### config.mk
export PLATFORM = sky130hd
export DESIGN_NAME = svm_ovo_scheduler_flat
export DESIGN_NICKNAME = d
export VERILOG_FILES = /design/src/rtl/svm_ovo_scheduler_if.sv /design/src/rtl/svm_ovo_scheduler.sv /design/src/flat_wrapper.sv
export SDC_FILE = /design/constraint.sdc
export NUM_CORES = 1
export LEC_CHECK = 0
export CORE_MARGIN = 4
export CORE_UTILIZATION = 45
export CTS_CLUSTER_DIAMETER = 150
export DETAILED_ROUTE_END_ITERATION = 8
export GPL_TIMING_DRIVEN = 0
export PLACE_DENSITY = 0.81
export SLEW_MARGIN = 25
export SYNTH_ARGS = -nofsm -noshare
export SYNTH_HDL_FRONTEND = slang
export SYNTH_SLANG_ARGS = --single-unit
### constraint.sdc
create_clock -name clk -period 4.5 [get_ports clk]
set_clock_uncertainty 0.05 [all_clocks]
set_input_delay 0.675 -clock clk [delete_from_list [all_inputs] [get_ports clk]]
set_output_delay 0.675 -clock clk [all_outputs]
set_load 0.01 [all_outputs]
### src/rtl/svm_ovo_scheduler_if.sv
// Scheduler bus: host request/result plus the shared binary-SVM / weight-ROM handshake.
// master = host + SVM side (drives requests and results), slave = the scheduler.
interface svm_ovo_scheduler_if #(
  parameter int unsigned N_CLASSES  = 4,
  parameter int unsigned inputWidth = 4,
  parameter int unsigned N_features = 21
);
  localparam int unsigned P      = N_CLASSES * (N_CLASSES - 1) / 2;
  localparam int unsigned CLS_W  = (N_CLASSES > 2) ? $clog2(N_CLASSES) : 1;
  localparam int unsigned PAIR_W = (P > 2) ? $clog2(P) : 1;
  localparam int unsigned FEAT_W = inputWidth * N_features;

  logic              start;
  logic [FEAT_W-1:0] feat_in;
  logic [FEAT_W-1:0] feat_out;
  logic [PAIR_W-1:0] pair_idx;
  logic              svm_start;
  logic              svm_ready;
  logic              svm_class;
  logic              busy;
  logic              done;
  logic [CLS_W-1:0]  winner;
  logic              error;

  modport master (
    output start, feat_in, svm_ready, svm_class,
    input  feat_out, pair_idx, svm_start, busy, done, winner, error
  );

  modport slave (
    input  start, feat_in, svm_ready, svm_class,
    output feat_out, pair_idx, svm_start, busy, done, winner, error
  );
endinterface

### src/rtl/svm_ovo_scheduler.sv
// One-vs-one scheduler: walks every class pair through one shared binary SVM, tallies votes, argmax.
// Optional WAIT watchdog enabled by defining SVM_SCHED_WATCHDOG_EN.
module svm_ovo_scheduler #(
  parameter int unsigned N_CLASSES  = 4,
  parameter int unsigned inputWidth = 4,
  parameter int unsigned N_features = 21,
  parameter int unsigned TIMEOUT    = 64
) (
  input logic               clk,
  input logic               rst,
  svm_ovo_scheduler_if.slave bus
);
  localparam int unsigned P      = N_CLASSES * (N_CLASSES - 1) / 2;
  localparam int unsigned CLS_W  = (N_CLASSES > 2) ? $clog2(N_CLASSES) : 1;
  localparam int unsigned PAIR_W = (P > 2) ? $clog2(P) : 1;
  localparam int unsigned VOTE_W = $clog2(N_CLASSES);

  generate
    if (N_CLASSES < 2 || TIMEOUT == 0 || inputWidth * N_features == 0) begin : g_param_check
      $error("svm_ovo_scheduler: illegal parameter set");
    end
  endgenerate

  typedef enum logic [2:0] {
    IDLE   = 3'd0,
    LAUNCH = 3'd1,
    WAIT   = 3'd2,
    TALLY  = 3'd3,
    DECIDE = 3'd4,
    DONE   = 3'd5
  } state_t;

  state_t             state, state_n;
  logic [CLS_W-1:0]   cls_a, cls_b, k, best;
  logic [VOTE_W-1:0]  votes [N_CLASSES];
  logic               cls_q;
  logic               accept, tally, advance;
  logic               last_pair, b_last, k_last, k_better;

`ifdef SVM_SCHED_WATCHDOG_EN
  localparam int unsigned TMO_W = (TIMEOUT > 2) ? $clog2(TIMEOUT) : 1;
  logic [TMO_W-1:0]   wdog;
  logic               wait_abort;
`endif

  assign last_pair = (bus.pair_idx == PAIR_W'(P - 1));
  assign b_last    = (cls_b == CLS_W'(N_CLASSES - 1));
  assign k_last    = (k == CLS_W'(N_CLASSES - 1));
  assign k_better  = (votes[k] > votes[best]);

  always_ff @(posedge clk or posedge rst) begin
    if (rst) state <= IDLE;
    else     state <= state_n;
  end

  always_comb begin
    state_n = state;
    accept  = 1'b0;
    tally   = 1'b0;
    advance = 1'b0;
`ifdef SVM_SCHED_WATCHDOG_EN
    wait_abort = 1'b0;
`endif
    case (state)
      IDLE: if (bus.start) begin
        accept  = 1'b1;
        state_n = LAUNCH;
      end
      LAUNCH: state_n = WAIT;
      WAIT: begin
        if (bus.svm_ready) state_n = TALLY;
`ifdef SVM_SCHED_WATCHDOG_EN
        else if (wdog == TMO_W'(TIMEOUT - 1)) begin
          state_n    = DONE;
          wait_abort = 1'b1;
        end
`endif
      end
      TALLY: begin
        tally = 1'b1;
        if (last_pair) state_n = DECIDE;
        else begin
          advance = 1'b1;
          state_n = LAUNCH;
        end
      end
      DECIDE:  if (k_last) state_n = DONE;
      DONE:    state_n = IDLE;
      default: state_n = IDLE;
    endcase
  end

  // Datapath and registered outputs; strobes decoded from the next state keep outputs aligned with it.
  always_ff @(posedge clk or posedge rst) begin
    if (rst) begin
      bus.feat_out  <= '0;
      bus.pair_idx  <= '0;
      bus.svm_start <= 1'b0;
      bus.busy      <= 1'b0;
      bus.done      <= 1'b0;
      bus.winner    <= '0;
      bus.error     <= 1'b0;
      cls_a         <= '0;
      cls_b         <= '0;
      k             <= '0;
      best          <= '0;
      cls_q         <= 1'b0;
      for (int unsigned i = 0; i < N_CLASSES; i++) votes[i] <= '0;
`ifdef SVM_SCHED_WATCHDOG_EN
      wdog          <= '0;
`endif
    end else begin
      bus.svm_start <= (state_n == LAUNCH);
      bus.busy      <= (state_n inside {LAUNCH, WAIT, TALLY, DECIDE});
      bus.done      <= (state_n == DONE);

      if (accept) begin
        bus.feat_out <= bus.feat_in;
        bus.pair_idx <= '0;
        bus.error    <= 1'b0;
        cls_a        <= '0;
        cls_b        <= CLS_W'(1);
        for (int unsigned i = 0; i < N_CLASSES; i++) votes[i] <= '0;
      end

      if (state == WAIT && bus.svm_ready) cls_q <= bus.svm_class;

      if (tally) begin
        if (cls_q) votes[cls_a] <= votes[cls_a] + VOTE_W'(1);
        else       votes[cls_b] <= votes[cls_b] + VOTE_W'(1);
        k    <= '0;
        best <= '0;
      end

      // Pair order (a,b): b runs a+1..N-1, then a steps and b restarts at a+1.
      if (advance) begin
        bus.pair_idx <= bus.pair_idx + PAIR_W'(1);
        if (b_last) begin
          cls_a <= cls_a + CLS_W'(1);
          cls_b <= cls_a + CLS_W'(2);
        end else begin
          cls_b <= cls_b + CLS_W'(1);
        end
      end

      // Strict '>' keeps the lowest index on ties.
      if (state == DECIDE) begin
        k <= k + CLS_W'(1);
        if (k_better) best <= k;
        if (k_last) bus.winner <= k_better ? k : best;
      end

`ifdef SVM_SCHED_WATCHDOG_EN
      if (state == LAUNCH)    wdog <= '0;
      else if (state == WAIT) wdog <= wdog + TMO_W'(1);
      if (wait_abort) begin
        bus.error  <= 1'b1;
        bus.winner <= '0;
      end
`endif
    end
  end
endmodule

### src/flat_wrapper.sv
// flat-port wrapper written by rule: the top's interface ports become plain ports
module svm_ovo_scheduler_flat 
#(
  parameter int unsigned N_CLASSES  = 4,
  parameter int unsigned inputWidth = 4,
  parameter int unsigned N_features = 21,
  parameter int unsigned TIMEOUT    = 64
)
  (clk, rst, bus_start, bus_feat_in, bus_svm_ready, bus_svm_class, bus_feat_out, bus_pair_idx, bus_svm_start, bus_busy, bus_done, bus_winner, bus_error);
  svm_ovo_scheduler_if #(.N_CLASSES(N_CLASSES), .inputWidth(inputWidth), .N_features(N_features)) bus_i ();
  input logic clk;
  input logic rst;
  input wire logic [$bits(bus_i.start)-1:0] bus_start;
  input wire logic [$bits(bus_i.feat_in)-1:0] bus_feat_in;
  input wire logic [$bits(bus_i.svm_ready)-1:0] bus_svm_ready;
  input wire logic [$bits(bus_i.svm_class)-1:0] bus_svm_class;
  output wire logic [$bits(bus_i.feat_out)-1:0] bus_feat_out;
  output wire logic [$bits(bus_i.pair_idx)-1:0] bus_pair_idx;
  output wire logic [$bits(bus_i.svm_start)-1:0] bus_svm_start;
  output wire logic [$bits(bus_i.busy)-1:0] bus_busy;
  output wire logic [$bits(bus_i.done)-1:0] bus_done;
  output wire logic [$bits(bus_i.winner)-1:0] bus_winner;
  output wire logic [$bits(bus_i.error)-1:0] bus_error;
  assign bus_i.start = bus_start;
  assign bus_i.feat_in = bus_feat_in;
  assign bus_i.svm_ready = bus_svm_ready;
  assign bus_i.svm_class = bus_svm_class;
  assign bus_feat_out = bus_i.feat_out;
  assign bus_pair_idx = bus_i.pair_idx;
  assign bus_svm_start = bus_i.svm_start;
  assign bus_busy = bus_i.busy;
  assign bus_done = bus_i.done;
  assign bus_winner = bus_i.winner;
  assign bus_error = bus_i.error;
  svm_ovo_scheduler #(.N_CLASSES(N_CLASSES), .inputWidth(inputWidth), .N_features(N_features), .TIMEOUT(TIMEOUT)) u_core (.clk(clk), .rst(rst), .bus(bus_i));
endmodule
# After elaboration in Yosys (flattened, before gate mapping)
# Index checks and enable logic that the tools add are counted.
totals:
  regBits: 112
  inputBits: 89
op_classes:
  addsub: 7
  n_lt_le_gt_ge: 7
  eq_ne: 12
  muxes: 45
  bitwise: 4
  reduce_logical: 8
ops:
  columns: ["op", "n"]
  rows:
  - ["2-bit two-way mux", 22]
  - ["8-bit two-way mux", 3]
  - ["3-bit two-way mux", 6]
  - ["2-bit binary-select mux with 2-bit select", 4]
  - ["8-bit bitwise mux", 2]
  - ["3-bit one-hot mux with 5 select lines", 1]
  - ["3-bit by 2-bit equality test with 1-bit output (second input constant)", 4]
  - ["3-bit equality test (second input constant)", 4]
  - ["3-bit greater-or-equal comparator (second input constant)", 4]
  - ["2-bit inverter with 3-bit output", 4]
  - ["2-bit by 1-bit adder with 2-bit output (second input constant)", 5]
  - ["2-bit demux with 2-bit select", 2]
  - ["3-bit by 1-bit equality test with 1-bit output (second input constant)", 2]
  - ["3-bit by 1-bit < comparator with 1-bit output (second input constant)", 2]
  - ["1-bit two-way mux", 5]
  - ["2-bit equality test (second input constant)", 2]
  - ["2-bit nonzero test", 2]
  - ["4-bit nonzero test", 1]
  - ["3-bit by 1-bit adder with 3-bit output (second input constant)", 1]
  - ["1-bit logical AND", 3]
  - ["3-bit logical NOT", 1]
  - ["2-bit adder (second input constant)", 1]
  - ["2-bit > comparator", 1]
  - ["2-bit AND reduction", 1]

# Depth between registers and ports, before layout
logic_depth:
  depth_word: 8
  depth_mapped: 7
  ltp_nobuf: 7

# Least setup slack after synthesis
# No wires, ideal clock.
synth_path:
  kind: "reg-to-reg"
  from: "register u_core.k[0]"
  to: "register u_core.best[0]"
  setup_time_ns: 0.079
  arrival_time_ns: 2.051
  t_required_ns: 4.371
  path_slack_ns: 2.320
  stages_incl_launch_ff: 7
  path_buffers: 0
  cell_sequence: "dfrtp_1 mux4_2 ha_1 nor2b_1 o21ai_0 or2_2 mux2i_1"
synth_via:
  elab_chain_len: 7
synth_rtl:
  columns: ["item", "line", "source"]
  rows:
  - ["from (decl)", "svm_ovo_scheduler.sv:34", "logic [CLS_W-1:0] cls_a, cls_b, k, best;"]
  - ["from (signal assigned)", "svm_ovo_scheduler.sv:148", "k <= k + CLS_W'(1);"]
  - ["2-bit inverter with 3-bit output (not written as such)", "svm_ovo_scheduler.sv:49", "assign k_better = (votes[k] > votes[best]);"]
  - ["2-bit binary-select mux with 2-bit select", "svm_ovo_scheduler.sv:49", null]
  - ["2-bit two-way mux (not written as such) (2 in a row)", "svm_ovo_scheduler.sv:49", null]
  - ["2-bit > comparator", "svm_ovo_scheduler.sv:49", null]
  - ["2-bit two-way mux (*)", "svm_ovo_scheduler.sv:149", "if (k_better) best <= k;"]
  - ["2-bit two-way mux (*)", "svm_ovo_scheduler.sv:147", "if (state == DECIDE) begin"]
  - ["to (signal assigned)", "svm_ovo_scheduler.sv:149", null]
  - ["to (decl)", "svm_ovo_scheduler.sv:34", null]
# Mark *: on every way between the ends. The rest lies on a longest branch, timed or not. The select of a mux whose other input is x is not followed.
# A chain may end at the register's enable or synchronous reset.

# Final worst setup path
layout_path:
  from: "register u_core.k[0]"
  to: "register u_core.best[1]"
layout_via:
  elab_chain_len: 7
layout_rtl:
  columns: ["item", "line"]
  rows:
  - ["2-bit inverter with 3-bit output (not written as such)", "svm_ovo_scheduler.sv:49"]
  - ["2-bit binary-select mux with 2-bit select", "svm_ovo_scheduler.sv:49"]
  - ["2-bit two-way mux (not written as such) (2 in a row)", "svm_ovo_scheduler.sv:49"]
  - ["2-bit > comparator", "svm_ovo_scheduler.sv:49"]
  - ["2-bit two-way mux", "svm_ovo_scheduler.sv:149"]
  - ["2-bit two-way mux", "svm_ovo_scheduler.sv:147"]
# Every way passes these cells. The select of a mux whose other input is x is not followed.

==> impl_metrics.ini <==
[status]
outcome = finished, final reports clean

[layout]
n_antenna_cell = 0
syn2layout_area_growth_pct = 44.32
layout_commonest_cell = nand2_1
nNetsFinal = 818
layout_common_cells = 269 x nand2_1, 180 x clkdlybuf4s50_1, 112 x dfrtp_1, 17 x a21oi_1, 16 x buf_2
fin_cells = 856
drive_gt1_share_pct = 7.361

[sta]
fin_crit_sh_pct = 53.14
fmax_ghz = 0.4182
fin_hold_ws_ns = 0.4325
hold_violations = 0
period_minus_slack_ns = 2.391
slew_violations = 0
setup_viol = 0
rsz0062_at_grt = no

[drt]
drt-total-wl_mm = 12.66
drt_iter0_drc = 210
ant_nets = 0
dr.pass1.iters = 5
vias = 4164
vias_per_cell = 4.864
wl_per_cell_um = 14.79
drc = 0

[clock_network]
ctsHoldBuffers = 0
clock_sinks = 112
ctsLongestPathBuffers = 2
cts_root_buffer = clkbuf_8
post-cts-setup-buffers = 0
cts_tree = done
cts_made_buffers = 9
ctsResizeCount = 0
clkLatencyLatePin_ns = 0.37
clk_pin_slew_worst_paths_ns = 0.10
htree_levels = 3

[yosys]
ys_types = 36
synth_top_family_by_area = simple AND/OR/NAND/NOR gates
netlist_area_um2 = 4926
synthAdderAreaFrac_pct = 3.302
synth_fp_nets = 626
synth_simple_gate_area_share_pct = 25.25
seq_area_frac_synth_pct = 56.90
ys_warn_count = 0
syn_area_per_cell_um2 = 9.401
synth-xor-area-share_pct = 1.067
synth_compound_area_share_pct = 4.394
synthCells = 524
synth-seq-cells = 112
muxShareOfSynthArea_pct = 5.334

[global_route]
grt.overflow.total = 0
grt_max_degree = 64
antenna_found_initial = 0
grt_use_total_pct = 19.97
grt_pass1_vias = 4270
grt_first_pass_wirelength_mm = 20.64

[pwr]
seqPwrFrac_pct = 37.9
swShare_pct = 37.06
p_sw_w = 0.001696
leakagePower_nw = 3.450
power_density_nw_per_um2 = 643.9
p_int_w = 0.002881
p_clk_share_pct = 12.5
vdd_drop_max_uv = 351.7
combPwrFrac_pct = 49.5

[die]
core_area_um2 = 10510
die_area_um2 = 12680
die_h_um = 112.6
fp.dieW_um = 112.6
ios = 182
initial_core_util_pct = 46.87
rows = 37

[setup_path]
criticalPathCategory = flop to flop
crit_family = multiplexers
cp_slowest_cell = mux4_2
critPathMaxFanout = 7
startpoint = u_core.k[0]
cp.arrival_ns = 2.63
crit_buf_inv = 0
cp.required_ns = 4.74
cp_slowest_stage_delay_ns = 0.54
critPathLaunchType = flop
timing.rr.start = u_core.k[0]
crit_path_end_kind = flop
crit_chain = mux4_2, ha_1, nor2b_1, o21ai_0, or2_2, mux2i_1

[place]
placed_cells = 841
port_buffers = 180
globalplace.congestion = 0.8692
dpl.hpwl_mm = 9.489

[min_path]
hold_start = u_core.bus.feat_out[26]
hp-class = flop to flop

[run]
cap_viol_max_count = 0
sequential cells by signal, indices dropped and copies added (netlist names):
| name | count |
|---|---|
| u_core.cls_q | 1 |
| u_core.bus.svm_start | 1 |
| u_core.state | 3 |
| u_core.bus.done | 1 |
| u_core.bus.busy | 1 |
| u_core.bus.winner | 2 |
| u_core.k | 2 |
| u_core.best | 2 |
| u_core.votes | 8 |
| u_core.bus.pair_idx | 3 |
| u_core.cls_b | 2 |
| u_core.cls_a | 2 |
| u_core.bus.feat_out | 84 |
layout make-up:
type | count | area [µm²]
clock buffers | 12 | 135.1
multi-input cells | 376 | 1942
well taps | 136 | 170.2
repair buffers | 181 | 1829
fillers | 824 | 3400
flip-flops and latches | 112 | 2803
clock inverters | 3 | 43.79
inverters | 10 | 42.54
plain buffers | 26 | 143.9
power groups by stage:
stage / Combinational (W) / Sequential, W / Clock [W]
3_5_place_dp: 0.00228 / 0.00176 / 0
3_3_place_gp: 0.00221 / 0.00173 / 0
4_1_cts: 0.00230 / 0.00174 / 0.000593
6_report: 0.00227 / 0.00174 / 0.000574
2_1_floorplan: 0.000996 / 0.00189 / 0
5_1_grt: 0.00249 / 0.00180 / 0.000635
tightest hold or removal path: cells and delay by family (launching register included):
family	cells	cell delay, ns
and+or+nand+nor	2	0.10
DFF	1	0.36
Yosys cell counts:
library cell,number,area [µm²]
buf_2,16,80.08
xor2_1,4,35.03
and2_1,1,6.260
mux2i_1,6,60.06
conb_1,1,3.750
buf_4,7,52.55
a211oi_1,4,30.03
o22ai_1,2,12.51
nor2_2,1,6.260
nand2b_1,4,25.02
nor4b_4,1,23.77
and3_4,1,11.26
or2_2,1,6.260
mux2_2,2,22.52
a22o_1,1,8.760
a2bb2oi_1,1,8.760
ha_1,13,162.7
a21oi_2,1,8.760
inv_1,10,37.54
or3_1,1,6.260
nand3b_1,3,22.52
nand2_1,269,1010
nor2_1,14,52.55
nor4_1,1,6.260
clkbuf_1,3,11.26
o21ai_0,4,20.02
a21oi_1,17,85.08
a221oi_1,4,35.03
and3b_1,1,8.760
nor2b_1,5,31.28
nand3b_4,1,20.02
xnor2_1,2,17.52
mux4_2,8,180.2
nor3b_1,1,7.510
o211ai_1,1,7.510
dfrtp_1,112,2803
cell families after synthesis:
kind of cell             count (synthesis)
other                                    1
buffers and inverters                   36
AO/OA/AOI/OAI                           35
flip-flops                             112
adder cells (fa/ha/maj)                 13
XOR/XNOR                                 6
AND/OR/NAND/NOR                        305
multiplexers                            16
layer usage:
layer	track usage, %	vias up	wire length (µm)
li1	-	2043	-
met3	6.038	21	1076
met4	7.452	0	255
met2	34.00	156	6200
met5	0	-	0
met1	23.87	1944	5126
through the flow:
stage | instance area [µm²] | setup TNS (ns) | setup slack [ns] | total power (W) | util [%]
5_1_grt | 7109 | 0 | 1.963 | 0.004919 | 67.65
6_report | 7109 | 0 | 2.109 | 0.004577 | 67.65
3_3_place_gp | 6898 | -75.70 | -0.6840 | 0.003941 | 65.64
3_5_place_dp | 6930 | 0 | 2.127 | 0.004043 | 65.95
4_1_cts | 7109 | 0 | 2.085 | 0.004631 | 67.65
2_1_floorplan | 4926 | 0 | 0.8160 | 0.002882 | -
final timing paths:
check	endpoint	slack, ns	cells past startpoint
worst max-delay path	u_core.best[1]	2.11	6
min in group asynchronous	u_core.bus.feat_out[42]	0.66	2
worst min-delay path	u_core.bus.feat_out[26]	0.43	2
worst min register to register	u_core.bus.feat_out[26]	0.43	2
max in group asynchronous	u_core.bus.feat_out[20]	3.08	3
worst max register to register	u_core.best[1]	2.11	6
No activity file was read; power rests on OpenSTA's default activity.
